`config.mk`:
```
export PLATFORM = sky130hd
export DESIGN_NAME = seg7_scan_display
export DESIGN_NICKNAME = d
export VERILOG_FILES = /design/src/rtl/seg7_scan_display.sv
export SDC_FILE = /design/constraint.sdc
export NUM_CORES = 1
export LEC_CHECK = 0
export CAP_MARGIN = 20
export CORE_MARGIN = 2
export CORE_UTILIZATION = 48
export CTS_CLUSTER_SIZE = 14
export DETAILED_ROUTE_END_ITERATION = 10
export PLACE_DENSITY = 0.73
export SLEW_MARGIN = 15
export SYNTH_ARGS = -nofsm -noshare
export SYNTH_HDL_FRONTEND = slang
export SYNTH_SLANG_ARGS = --single-unit
export TNS_END_PERCENT = 5
```
`constraint.sdc`:
```
create_clock -name clk -period 1.2 [get_ports clk]
set_input_delay 0.18 -clock clk [delete_from_list [all_inputs] [get_ports clk]]
set_output_delay 0.18 -clock clk [all_outputs]
set_load 0.05 [all_outputs]
```
`src/rtl/seg7_scan_display.sv`:
```
`default_nettype none
// ============================================================================
//  Module      : seg7_scan_display
//  Description : Samples a 4-bit counter value on a strobe and converts it to
//                two decimal digits (00-15). It drives a 2-digit common-anode
//                7-segment display by time-division scanning. A 15->0 wrap of
//                the counter is shown on the ones-digit decimal point.
//                Optional macro SEG7_LZ_BLANK_EN: when defined, a zero tens
//                digit is blanked while its digit select is still driven.
//  Revision    : 1.0 - initial release
// ============================================================================
module seg7_scan_display #(
  parameter int SCAN_DIV = 1000
) (
  input  logic       clk,
  input  logic       clr,
  input  logic       oe,
  input  logic [3:0] din,
  input  logic       din_vld,
  output logic [6:0] seg,
  output logic       dp,
  output logic [1:0] dig_sel
);

  localparam int               CNT_W   = (SCAN_DIV > 1) ? $clog2(SCAN_DIV) : 1;
  localparam logic [CNT_W-1:0] CNT_MAX = CNT_W'(SCAN_DIV - 1);
  localparam logic [6:0]       SEG_OFF = 7'h7F;

  typedef enum logic [0:0] {
    S_ONES = 1'b0,
    S_TENS = 1'b1
  } state_t;

  // Registered state
  logic [3:0]       din_q,     din_d;
  logic             wrap_q,    wrap_d;
  logic             tens_q,    tens_d;
  logic [3:0]       ones_q,    ones_d;
  logic [CNT_W-1:0] div_cnt_q, div_cnt_d;
  state_t           state_q,   state_d;
  logic [6:0]       seg_q,     seg_d;
  logic             dp_q,      dp_d;
  logic [1:0]       dig_sel_q, dig_sel_d;

  logic             tick;
  logic [6:0]       ones_seg;
  logic [6:0]       tens_seg;

  // Active-low {g,f,e,d,c,b,a} pattern for a single decimal digit
  function automatic logic [6:0] enc(input logic [3:0] v);
    logic [6:0] s;
    case (v)
      4'd0:    s = 7'h40;
      4'd1:    s = 7'h79;
      4'd2:    s = 7'h24;
      4'd3:    s = 7'h30;
      4'd4:    s = 7'h19;
      4'd5:    s = 7'h12;
      4'd6:    s = 7'h02;
      4'd7:    s = 7'h78;
      4'd8:    s = 7'h00;
      4'd9:    s = 7'h10;
      default: s = 7'h7F;
    endcase
    return s;
  endfunction

  // Capture, wrap tracking and BCD split of the captured value
  always_comb begin
    din_d  = din_q;
    wrap_d = wrap_q;
    if (din_vld) begin
      din_d = din;
      // Old value 15 followed by 0 is a wrap; any nonzero capture clears it.
      if ((din_q == 4'd15) && (din == 4'd0)) begin
        wrap_d = 1'b1;
      end else if (din != 4'd0) begin
        wrap_d = 1'b0;
      end
    end
    tens_d = (din_q >= 4'd10);
    ones_d = tens_d ? (din_q - 4'd10) : din_q;
  end

  // Prescaler and two-phase scan sequencing
  always_comb begin
    tick      = (div_cnt_q == CNT_MAX);
    div_cnt_d = tick ? '0 : (div_cnt_q + 1'b1);
    state_d   = state_q;
    if (tick) begin
      state_d = (state_q == S_ONES) ? S_TENS : S_ONES;
    end
  end

  // Next values of the registered display outputs
  always_comb begin
    ones_seg = enc(ones_q);
`ifdef SEG7_LZ_BLANK_EN
    tens_seg = tens_q ? enc(4'd1) : SEG_OFF;
`else
    tens_seg = enc({3'b000, tens_q});
`endif
    seg_d     = SEG_OFF;
    dp_d      = 1'b1;
    dig_sel_d = 2'b11;
    if (oe) begin
      if (state_q == S_ONES) begin
        dig_sel_d = 2'b10;
        seg_d     = ones_seg;
        dp_d      = ~wrap_q;
      end else begin
        dig_sel_d = 2'b01;
        seg_d     = tens_seg;
      end
    end
  end

  // All state and outputs, cleared immediately by clr
  always_ff @(posedge clk or posedge clr) begin
    if (clr) begin
      din_q     <= 4'd0;
      wrap_q    <= 1'b0;
      tens_q    <= 1'b0;
      ones_q    <= 4'd0;
      div_cnt_q <= '0;
      state_q   <= S_ONES;
      seg_q     <= SEG_OFF;
      dp_q      <= 1'b1;
      dig_sel_q <= 2'b11;
    end else begin
      din_q     <= din_d;
      wrap_q    <= wrap_d;
      tens_q    <= tens_d;
      ones_q    <= ones_d;
      div_cnt_q <= div_cnt_d;
      state_q   <= state_d;
      seg_q     <= seg_d;
      dp_q      <= dp_d;
      dig_sel_q <= dig_sel_d;
    end
  end

  assign seg     = seg_q;
  assign dp      = dp_q;
  assign dig_sel = dig_sel_q;

endmodule
`default_nettype wire
```
==> results.json <==
{
  "tightest_slew_ns": 0.402,
  "rsz0062_at_grt": "yes",
  "multi_input_area_um2": 639,
  "powerDensity_mw_per_mm2": 1210,
  "seq_power_share_pct": 50.7,
  "sw_frac_of_total_pct": 29.2,
  "die_w_um": 58.7,
  "grt_max_degree": 32,
  "placed_area_mm2": 0.00191,
  "portBuffers": 17,
  "cts.sinks": 31,
  "maxClockFrequency_ghz": 0.764,
  "nFillCells": 207,
  "drt-initial-drc-count": 26,
  "firstDrtPassIters": 7,
  "crit_start": "div_cnt_q[1]",
  "p_sw_mw": 0.709,
  "grt_pass1_vias": 1224,
  "syn_nets": 150,
  "htree_levels": 2,
  "cts_made_buffers": 5,
  "final_nets": 193,
  "synthFlopType": "dfrtp_1",
  "syn_area_mm2": 0.00144,
  "max-cap-violations": 0,
  "grt_overflow": 0,
  "synth_area_leader_cell": "dfrtp_1",
  "vias_per_cell": 5.40,
  "max_slew_margin_pct": 73.2,
  "endpoint": "div_cnt_q[6]",
  "ys_ff_latch": 31,
  "path_class": "reg -> reg",
  "p_leak_nw": 0.916,
  "synthArstFlopShare_pct": 100,
  "antenna_cells": 0,
  "worstSetupStartpointType": "register",
  "reg2reg_depth": 4,
  "arrival_ns": 1.56,
  "yosysSeqAreaShare_pct": 54.9,
  "setup_viol": 9,
  "antenna_found_initial": 0,
  "synth_top_area_share_pct": 36.6,
  "p_int_mw": 1.72,
  "gp_congestion": 0.830,
  "ff_latch_area_um2": 788,
  "status": "complete, but fails checks",
  "wl_um": 2730,
  "postRouteAntennaNets": 0,
  "synth-edff-count": 0,
  "synthCells": 135,
  "place_inst": 199,
  "worst_slack_ns": -0.108,
  "p_total_mw": 2.43,
  "violations": "DRC, setup timing",
  "r2r-start": "div_cnt_q[1]",
  "worstPathMaxFanout": 4,
  "clk_latency_ns": 0.32,
  "hold_path.class": "in -> async",
  "synth.most_common_cell": "dfrtp_1",
  "vdd_drop_max_v": 0.000717,
  "timing.rr.end": "div_cnt_q[6]",
  "cts_hold_buf": 0,
  "placementRows": 19,
  "crit_required_ns": 1.45,
  "combPwrFrac_pct": 23.7,
  "clock_power_share_pct": 25.5,
  "ys_top_cells_by_area": "dfrtp_1 (37%), dfstp_2 (18%), ha_1 (6.1%)",
  "post-dp-hpwl_um": 2100,
  "min_period_ns": 1.31,
  "num_io_pins": 18,
  "drv_slew": 0,
  "area_growth_pct": 39.8,
  "hold_viol_final": 0,
  "r2r_setup_slack_ns": -0.11,
  "ys_warn_count": 0,
  "finClkSkew_ns": 0.0156,
  "end_kind": "register",
  "grt_pass1_wl_um": 4930,
  "synth_cell_type_count": 34,
  "core_mm2": 0.00281,
  "period_share_pct": 109,
  "tritoncts": "built",
  "drt-wirelength-per-cell_um": 13.0,
  "fp.dieH_um": 58.7,
  "vias": 1133,
  "final_cells": 210,
  "setup_tns_ns": -0.352,
  "initial_core_util_pct": 51.2,
  "clk_pin_slew_ns": 0.10,
  "synth_area_per_cell_um2": 10.6,
  "dieArea_mm2": 0.00345,
  "grt_use_total_pct": 19.1,
  "drc": 3,
  "root_buffer": "clkbuf_4",
  "cts_buffer_depth": 2,
  "synth_common_cells": "dfrtp_1 (21), o21ai_0 (13), dfstp_2 (10), nand2_1 (10), inv_1 (9)",
  "drive_above_1_share_pct": 34.6,
  "postLayoutCellArea_mm2": 0.00201
}
-- logic make-up (layout without fill, tap and decap cells) --
logic type      after synthesis  after routing  synth area share (%)
buf+inv                      12             56                  3.14
compound gates               33             33                  13.6
simple gates                 45             45                  17.7
fa+ha+maj                     7              7                  6.10
xor+xnor                      5              5                  3.05
mux                           2              2                  1.57
flops                        31             31                  54.9
-- area by class of cell --
class                   count  share of cell area [%]
well taps                  31                    1.93
clock inverters             1                   0.249
repair buffers             39                    22.3
flip-flops and latches     31                    39.3
clock buffers               7                    2.74
inverters                   9                    1.68
multi-input cells          92                    31.8
-- how the worst min path moves through the flow --
stage             start         end  slack (ns)  depth (start not counted)
3_3_place_gp   din_q[0]   ones_q[0]        0.39                          0
6_report            clr    din_q[2]        0.18                          3
5_1_grt             clr    din_q[2]        0.21                          3
3_5_place_dp     wrap_q          dp        0.39                          1
2_1_floorplan        oe  dig_sel[1]        0.22                          1
4_1_cts             clr    din_q[2]        0.18                          3
-- metal layers --
| layer | up-vias | part of all wire (%) | routed length, um | track usage, % |
|---|---|---|---|---|
| met3 | 2 | 5.9 | 162 | 5.05 |
| met4 | 0 | 0.73 | 20 | 7.47 |
| met2 | 39 | 54 | 1480 | 36.3 |
| met5 | - | 0 | 0 | 0 |
| met1 | 531 | 39 | 1060 | 19.9 |
| li1 | 561 | - | - | - |
-- what timing repair did --
item	4_1_cts	5_1_grt
setup buffers	0	3
endpoints found under the hold margin	0	0
resized for setup	1	7
pin swaps	1	2
setup endpoints to repair	14	25
-- per-stage QoR --
stage	util, %	hold WS (ns)	setup WS [ns]
after floorplan	-	0.223	-0.00763
after global placement	68.0	0.388	-0.122
after detailed placement	68.0	0.391	-0.145
after CTS	70.3	0.176	-0.106
after global routing	71.6	0.212	-0.191
final	71.6	0.181	-0.108
-- cell usage in the layout (no fill, tap or decap), types with 2 or more instances in the layout --
cell,count
clkdlybuf4s50_1,7
xor2_1,4
or4_1,2
dfrtp_1,21
o211ai_1,3
buf_12,11
a211oi_2,2
nand4_1,2
clkbuf_4,5
buf_4,21
o21ai_1,3
o31ai_1,2
ha_1,6
nand3_1,6
a21oi_1,8
dfstp_2,10
inv_1,8
nand2_1,10
nor2_1,7
mux2_2,2
o21ai_0,10
nor2b_1,6
or3_1,2
-- registers in the layout (all words and copies together) (netlist names), 2 cells and up --
| signal | cells |
|---|---|
| dig_sel | 2 |
| din_q | 4 |
| div_cnt_q | 10 |
| ones_q | 4 |
| seg | 7 |
-- critical path: stages (launching register included) --
cell and delay [ns]:
dfrtp_1 0.41, ha_4 0.17, nand4_1 0.16, or3_1 0.35, a21oi_1 0.16
-- power groups by stage --
| stage | logic, mW | registers, mW | clock network (mW) |
|---|---|---|---|
| detailed placement | 0.558 | 1.25 | 0 |
| CTS | 0.560 | 1.23 | 0.637 |
| global placement | 0.546 | 1.24 | 0 |
| global route | 0.621 | 1.24 | 0.682 |
| floorplan | 0.182 | 1.35 | 0 |
| finish | 0.576 | 1.23 | 0.619 |
(Power assumes the default switching activity.)
